===== src/rtl/hc595_scan_driver.sv =====
// Multiplexed 7-segment scanner for a 74HC595 pair: segment byte then digit-select byte.
// New digit data is staged in a shadow set and becomes visible only at the start of a sweep.
module hc595_scan_driver #(
  parameter int NUM_DIGITS     = 8,
  parameter int CLK_DIV        = 5,
  parameter int DWELL_CYC      = 50000,
  parameter bit SEG_ACTIVE_LOW = 1'b0,
  parameter bit DIG_ACTIVE_LOW = 1'b1
) (
  input  logic                    clk,
  input  logic                    rst,
  input  logic                    en,
  input  logic                    load,
  input  logic [4*NUM_DIGITS-1:0] digit_data,
  input  logic [NUM_DIGITS-1:0]   dp_mask,
  input  logic [NUM_DIGITS-1:0]   blank_mask,
  output logic                    shcp,
  output logic                    stcp,
  output logic                    ser,
  output logic                    frame_done,
  output logic                    update_pending
);

  localparam int CW         = (CLK_DIV > 1) ? $clog2(CLK_DIV) : 1;
  localparam int DW         = (DWELL_CYC > 1) ? $clog2(DWELL_CYC) : 1;
  localparam int IW         = (NUM_DIGITS > 1) ? $clog2(NUM_DIGITS) : 1;
  localparam int DWELL_LAST = (DWELL_CYC > 0) ? DWELL_CYC - 1 : 0;

  typedef enum logic [1:0] {DWELL, SHIFT, LATCH} state_t;

  state_t                  state;
  logic [CW-1:0]           div;
  logic [DW-1:0]           dwell_cnt;
  logic [3:0]              bit_idx;
  logic [IW-1:0]           digit_idx;
  logic [14:0]             sreg;
  logic [4*NUM_DIGITS-1:0] sh_digits, act_digits, src_digits;
  logic [NUM_DIGITS-1:0]   sh_dp, act_dp, src_dp;
  logic [NUM_DIGITS-1:0]   sh_blank, act_blank, src_blank;
  logic [3:0]              nibble;
  logic [7:0]              seg_byte, sel_byte;
  logic [15:0]             frame;
  logic                    tick, dwell_done, start, sweep_start;

  function automatic logic [6:0] hex7(input logic [3:0] v);
    case (v)
      4'h0: hex7 = 7'h3F;  4'h1: hex7 = 7'h06;  4'h2: hex7 = 7'h5B;  4'h3: hex7 = 7'h4F;
      4'h4: hex7 = 7'h66;  4'h5: hex7 = 7'h6D;  4'h6: hex7 = 7'h7D;  4'h7: hex7 = 7'h07;
      4'h8: hex7 = 7'h7F;  4'h9: hex7 = 7'h6F;  4'hA: hex7 = 7'h77;  4'hB: hex7 = 7'h7C;
      4'hC: hex7 = 7'h39;  4'hD: hex7 = 7'h5E;  4'hE: hex7 = 7'h79;  default: hex7 = 7'h71;
    endcase
  endfunction

  assign tick        = (div == CW'(CLK_DIV - 1));
  assign dwell_done  = (dwell_cnt == DW'(DWELL_LAST));
  assign start       = (state == DWELL) && dwell_done && en;
  assign sweep_start = start && (digit_idx == '0);

  // The first frame of a sweep is built from the shadow set, which becomes active on that same edge.
  always_comb begin
    src_digits = sweep_start ? sh_digits : act_digits;
    src_dp     = sweep_start ? sh_dp     : act_dp;
    src_blank  = sweep_start ? sh_blank  : act_blank;
    nibble     = src_digits[4*digit_idx +: 4];
    seg_byte   = src_blank[digit_idx] ? 8'h00 : {src_dp[digit_idx], hex7(nibble)};
    seg_byte   = seg_byte ^ {8{SEG_ACTIVE_LOW}};
    sel_byte   = (8'h01 << digit_idx) ^ {8{DIG_ACTIVE_LOW}};
    frame      = {seg_byte, sel_byte};
  end

  always_ff @(posedge clk or posedge rst) begin
    if (rst) begin
      state          <= DWELL;
      div            <= '0;
      dwell_cnt      <= '0;
      bit_idx        <= '0;
      digit_idx      <= '0;
      sreg           <= '0;
      shcp           <= 1'b0;
      stcp           <= 1'b0;
      ser            <= 1'b0;
      frame_done     <= 1'b0;
      update_pending <= 1'b0;
      // NOTE: the digit sets are a handful of flops, not RAM; resetting them keeps the display dark until the first load.
      sh_digits      <= '0;
      act_digits     <= '0;
      sh_dp          <= '0;
      act_dp         <= '0;
      sh_blank       <= '1;
      act_blank      <= '1;
    end else begin
      frame_done <= 1'b0;

      // NOTE: non-blocking assignments let a coinciding load land in shadow while active takes the old shadow.
      if (sweep_start) begin
        act_digits <= sh_digits;
        act_dp     <= sh_dp;
        act_blank  <= sh_blank;
      end
      if (load) begin
        sh_digits      <= digit_data;
        sh_dp          <= dp_mask;
        sh_blank       <= blank_mask;
        update_pending <= 1'b1;
      end else if (sweep_start) begin
        update_pending <= 1'b0;
      end

      case (state)
        DWELL: begin
          div <= '0;
          if (!dwell_done) begin
            dwell_cnt <= dwell_cnt + 1'b1;
          end else if (en) begin
            dwell_cnt <= '0;
            sreg      <= frame[14:0];
            ser       <= frame[15];
            shcp      <= 1'b0;
            bit_idx   <= '0;
            state     <= SHIFT;
          end
        end
        SHIFT: begin
          if (!tick) begin
            div <= div + 1'b1;
          end else begin
            div <= '0;
            if (!shcp) begin
              shcp <= 1'b1;
            end else begin
              shcp <= 1'b0;
              if (bit_idx == 4'd15) begin
                stcp  <= 1'b1;
                state <= LATCH;
              end else begin
                bit_idx <= bit_idx + 1'b1;
                ser     <= sreg[14];
                sreg    <= {sreg[13:0], 1'b0};
              end
            end
          end
        end
        LATCH: begin
          if (!tick) begin
            div <= div + 1'b1;
          end else begin
            div        <= '0;
            stcp       <= 1'b0;
            frame_done <= 1'b1;
            digit_idx  <= (digit_idx == IW'(NUM_DIGITS - 1)) ? '0 : digit_idx + 1'b1;
            state      <= DWELL;
          end
        end
        default: state <= DWELL;
      endcase
    end
  end

endmodule


===== config.mk =====
export PLATFORM = sky130hd
export DESIGN_NAME = hc595_scan_driver
export DESIGN_NICKNAME = d
export VERILOG_FILES = /design/src/rtl/hc595_scan_driver.sv
export SDC_FILE = /design/constraint.sdc
export NUM_CORES = 1
export LEC_CHECK = 0
export CAP_MARGIN = 20
export CORE_MARGIN = 4
export CORE_UTILIZATION = 53
export DETAILED_ROUTE_END_ITERATION = 10
export MAX_ROUTING_LAYER = met4
export PLACE_DENSITY = 0.76
export SKIP_CTS_REPAIR_TIMING = 1
export SLEW_MARGIN = 25
export SYNTH_ARGS = -nofsm -noshare
export SYNTH_HDL_FRONTEND = slang
export SYNTH_SLANG_ARGS = --single-unit

===== constraint.sdc =====
create_clock -name clk -period 4.2 [get_ports clk]
set_input_delay 0.63 -clock clk [delete_from_list [all_inputs] [get_ports clk]]
set_output_delay 0.63 -clock clk [all_outputs]
set_load 0.01 [all_outputs]

# Word-level counts from Yosys, hierarchy flattened

Memory sizes are Yosys's and may differ from the RTL's.
Index checks and enable logic that the tools add are counted.

Logic and storage cells: 108
Memories: 1
Bits in registers: 144
Input bits: 52
Bits in read-only memories: 112

Memories:

| name             | depth | bits a word | read ports | clocked after Yosys merged registers in | write ports | RTL line | RTL |
|---|---|---|---|---|---|---|---|
| (name not given) | 16    | 7           | 1          | 0                                       | 0           | 46       | `case (v)` |

Eq/ne operators: 14
Mux-type cells: 52
Add/subtract/negate cells: 4
Reduce and logical (&&, ||, !) cells: 16
Bitwise operators: 1
Shift-type cells: 2
Magnitude comparators: 1

Operator list:

| kind                    | number |
|---|---|
| $mux W15                | 5 |
| $mux W16                | 2 |
| $mux W32                | 1 |
| $shiftx A32 B6 Y4       | 1 |
| $pmux W15 S2            | 1 |
| $mux W8                 | 3 |
| $mux W4                 | 5 |
| $mux W1                 | 19 |
| $add A16 B1 Y16 const B | 1 |
| $eq A16 B16 Y1 const B  | 1 |
| $ne A2 B2 Y1 const B    | 8 |
| $mux W2                 | 6 |
| $reduce_and A6 Y1       | 2 |
| $not A8 Y8              | 1 |
| $pmux W4 S2             | 1 |
| $reduce_bool A2 Y1      | 4 |
| $shl A1 B3 Y8 const A   | 1 |
| $add A3 B1 Y3 const B   | 2 |
| $bmux W1 S3             | 2 |
| $eq A3 B3 Y1 const B    | 2 |
| $mux W3                 | 2 |
| $pmux W1 S2             | 3 |
| $pmux W2 S3             | 1 |
| $pmux W3 S2             | 1 |
| other kinds (12)        | 15 |

# Logic depth before layout (Yosys ltp)

Depth after elaboration: 11
Mapped depth: 17
Mapped depth without buffers: 14

# Worst setup path before layout

OpenSTA, ideal clock, no wires.

Kind: flip-flop to flip-flop
Start point: reg digit_idx[0]
End point: reg sreg[9]
Arrival: 3,635 ps
Path buffers: 2
Data required time: 4,108 ps
Clock period less this slack: 3,727 ps
Cell stages (with the launch flop): 15
Slack: 473 ps
Path through: dfrtp_1 inv_1 clkbuf_1 ha_1 nor2b_1 nand3_2 nor2_2 buf_6 mux2_2 mux2_2 mux4_2 inv_1 ha_1 a2bb2o_1 o31ai_2

Cells in the longest elaborated chain, start to end: 9
Elaborated cells between the ends (all ways): 12

Ends and longest elaborated chain:

| what                   | RTL line | RTL |
|---|---|---|
| from (decl)            | 35       | `logic [IW-1:0] digit_idx;` |
| from (signal assigned) | 150      | `digit_idx <= (digit_idx == IW'(NUM_DIGITS - 1)) ? '0 : digit_idx + 1'b1;` |
| $logic_not A3 Y1       | 57       | `assign sweep_start = start && (digit_idx == '0);` |
| $logic_and A1 B1 Y1    | 57       |  |
| $mux W32               | -        |  |
| net src_digits[5]      | 37       | `logic [4*NUM_DIGITS-1:0] sh_digits, act_digits, src_digits;` |
| $shiftx A32 B6 Y4      | 64       | `nibble = src_digits[4*digit_idx +: 4];` |
| $mem_v2 Z16 W7         | -        |  |
| $mux W8                | 65       | `seg_byte = src_blank[digit_idx] ? 8'h00 : {src_dp[digit_idx], hex7(nibble)};` |
| $mux W15               | 114      | `end else if (en) begin` |
| $mux W15               | 112      | `if (!dwell_done) begin` |
| $pmux W15 S2           | 109      | `case (state)` |
| to (signal assigned)   | 116      | `sreg <= frame[14:0];` |
| to (signal assigned)   | 138      | `sreg <= {sreg[13:0], 1'b0};` |
| to (decl)              | 36       | `logic [14:0] sreg;` |

The timed path passes the listed nets, and every way through them passes these cells. The select of a mux whose other input is x is not followed.
A chain may end at the register's enable or synchronous reset.

# Worst setup path in the final report

Start point: reg digit_idx[1]
End point: reg sreg[9]

Same word-level chain as after synthesis.

==> impl_metrics.tcl <==
set metrics [dict create \
    cts-buffers-inserted 17 \
    num_rows 41 \
    synthFlopType "dfrtp_1" \
    power_density_nw_per_um2 377 \
    gr-total-overflow 0 \
    reg2reg_slack_ns 0.47 \
    place_congestion 0.948 \
    drt_iter0_drc 359 \
    hold_path_class "register to register" \
    skew_ns 0.00632 \
    cts_tree "built" \
    die_h_um 123 \
    utilization 0.657 \
    arrival_ns 4.06 \
    hold_violations 0 \
    fmax_mhz 268 \
    io_buffers 56 \
    root_buffer "clkbuf_16" \
    grt_pass1_vias 5182 \
    crit_required_ns 4.53 \
    viasPerCell 5.78 \
    antenna_cells 0 \
    postSynthCellCount 587 \
    antenna_found_initial 0 \
    holdWs_ns 0.480 \
    syn_nets 659 \
    crit_type "register to register" \
    initial_utilization 0.546 \
    ios 57 \
    post-route-period-util 0.887 \
    slowest_delay_ns 0.57 \
    mostFrequentLayoutCells "dfrtp_1, mux2_2, nand2_1" \
    dp_hpwl_um 10200 \
    ir_drop_mv 0.307 \
    avgSynthCellArea_um2 11.9 \
    clock_sinks 144 \
    leakagePower_nw 3.74 \
    synth_area_um2 6970 \
    dieArea_um2 15100 \
    ys_ff_latch 144 \
    slew_violations 0 \
    ant_nets 0 \
    clkTransAtPathRegs_ns 0.06 \
    synth_edf_count 0 \
    critPathSlowestCell "mux4_2" \
    cts_max_level 4 \
    drc 0 \
    grt_pass1_wl_um 25500 \
    post-route-min-period_ns 3.73 \
    ys_types 56 \
    yosys_warnings 0 \
    setup_viol 0 \
    drive_gt1_frac 0.284 \
    ys_seq_area_frac 0.520 \
    layout.cells.non_filler 835 \
    wl_um 14900 \
    final_common_cell "dfrtp_1" \
    crit_chain "inv_1, ha_1, nor2b_1, nand3_2, nor2_4, mux2_2, mux2_2, mux4_2, inv_1, ha_1, a2bb2o_1, o31ai_2" \
    maxSlewHeadroom 0.440 \
    nNetsFinal 722 \
    maxCapViolCount 0 \
    core_um2 12800 \
    tightest_slew_ns 0.838 \
    outcome "completed" \
    dieWidth_um 123 \
    setup_tns_ns 0 \
    crit_path_end_kind "register" \
    areaGrowthSynthToFinish_pct 20.3 \
    cts_buffer_depth 2 \
    dp.cells 803 \
    dr.pass1.iters 5 \
    grt_setup_unrepaired "no" \
    async_flop_share 1.00 \
    grt_max_degree 77 \
    clock_latency_ns 0.42 \
    routedWlPerCell_um 17.8 \
    grtUsageTotal 0.225 \
    critPathMaxFanout 15 \
    cp-start-kind "register" \
    vias 4828 \
]
==> path summary, 6_finish.rpt <==
kind | to | depth (start not counted) | start
max in group asynchronous | div[0]$_DFFE_PP0P_ | 3 | rst
worst min-delay path | act_dp[3]$_DFF_PP0_ | 1 | act_dp[3]$_DFF_PP0_
worst max register to register | sreg[9]$_DFFE_PP0P_ | 12 | digit_idx[1]$_DFFE_PP0P_
worst max-delay path | sreg[9]$_DFFE_PP0P_ | 12 | digit_idx[1]$_DFFE_PP0P_
worst min register to register | act_dp[3]$_DFF_PP0_ | 1 | act_dp[3]$_DFF_PP0_
min in group asynchronous | sh_dp[4]$_DFFE_PP0P_ | 2 | rst
==> critical path, delay by kind of cell (launching register included) <==
family | cells | cell delay, ns
multiplexers | 3 | 1.24
adder cells (fa/ha/maj) | 2 | 0.43
AO/OA/AOI/OAI | 2 | 0.48
AND/OR/NAND/NOR | 3 | 0.87
flip-flops | 1 | 0.37
buffers and inverters | 2 | 0.23
==> metrics by stage <==
stage          power (W)  area, µm²  worst slack [ns]
2_1_floorplan    0.00157       6980             0.473
3_3_place_gp     0.00164       7780             0.351
3_5_place_dp     0.00165       7780             0.272
4_1_cts          0.00318       8390             0.485
5_1_grt          0.00326       8390             0.282
6_report         0.00316       8390             0.475
==> routing by layer <==
| layer | wire [µm] | GRT usage | up-vias |
|---|---|---|---|
| li1 | - | - | 2249 |
| met4 | 227 | 0.0770 | 0 |
| met1 | 6430 | 0.279 | 2425 |
| met2 | 7420 | 0.361 | 134 |
| met5 | 0 | - | - |
| met3 | 780 | 0.0590 | 20 |
==> state kept, by name (all words and copies together) (netlist names), 2 cells and up <==
name	cells
act_digits	32
sh_digits	32
dwell_cnt	16
sreg	15
act_blank	8
act_dp	8
sh_blank	8
sh_dp	8
bit_idx	4
digit_idx	3
div	3
state	2
==> cell usage after synthesis, drive strengths merged, types with 2 or more instances <==
library cell | number | area [µm²]
inv | 15 | 56.3
nand4 | 8 | 65.1
a22oi | 10 | 75.1
mux2i | 5 | 50.1
mux2 | 105 | 1180
o21ai | 37 | 185
a31oi | 2 | 12.5
nor2 | 19 | 73.8
nand3 | 17 | 90.1
mux4 | 11 | 248
and3 | 3 | 18.8
a21o | 3 | 22.5
clkbuf | 20 | 75.1
xor2 | 2 | 17.5
nor3 | 5 | 25.0
a21oi | 28 | 140
xnor2 | 5 | 43.8
nor2b | 2 | 12.5
dfstp | 16 | 420
o221ai | 2 | 17.5
a211oi | 8 | 60.1
buf | 10 | 56.3
and4 | 4 | 35.0
o31ai | 5 | 42.5
o211ai | 2 | 15.0
a22o | 5 | 43.8
dfrtp | 128 | 3200
ha | 20 | 250
nand2 | 72 | 270
==> cell type report <==
class | instances | area [µm²]
Multi-Input combinational cell | 397 | 3160
Clock inverter | 14 | 165
Fill cell | 970 | 4380
Clock buffer | 18 | 439
Sequential cell | 144 | 3620
Inverter | 16 | 63.8
Timing Repair Buffer | 74 | 718
Tap cell | 172 | 215
==> cell families after synthesis <==
kind of cell / after synthesis / share of synthesized area
AO/OA/AOI/OAI: 111 / 0.0994
XOR/XNOR: 7 / 0.00879
adder cells (fa/ha/maj): 20 / 0.0359
buffers and inverters: 46 / 0.0274
flip-flops: 144 / 0.520
multiplexers: 121 / 0.212
AND/OR/NAND/NOR: 138 / 0.0967
==> power breakdown <==
group | internal [W] | leakage [nW] | total, W | switching, W
logic | 0.0000898 | 1.62 | 0.000150 | 0.0000606
registers | 0.00144 | 1.82 | 0.00148 | 0.0000363
clock network | 0.000947 | 0.296 | 0.00153 | 0.000587
No activity file was read; power rests on OpenSTA's default activity.
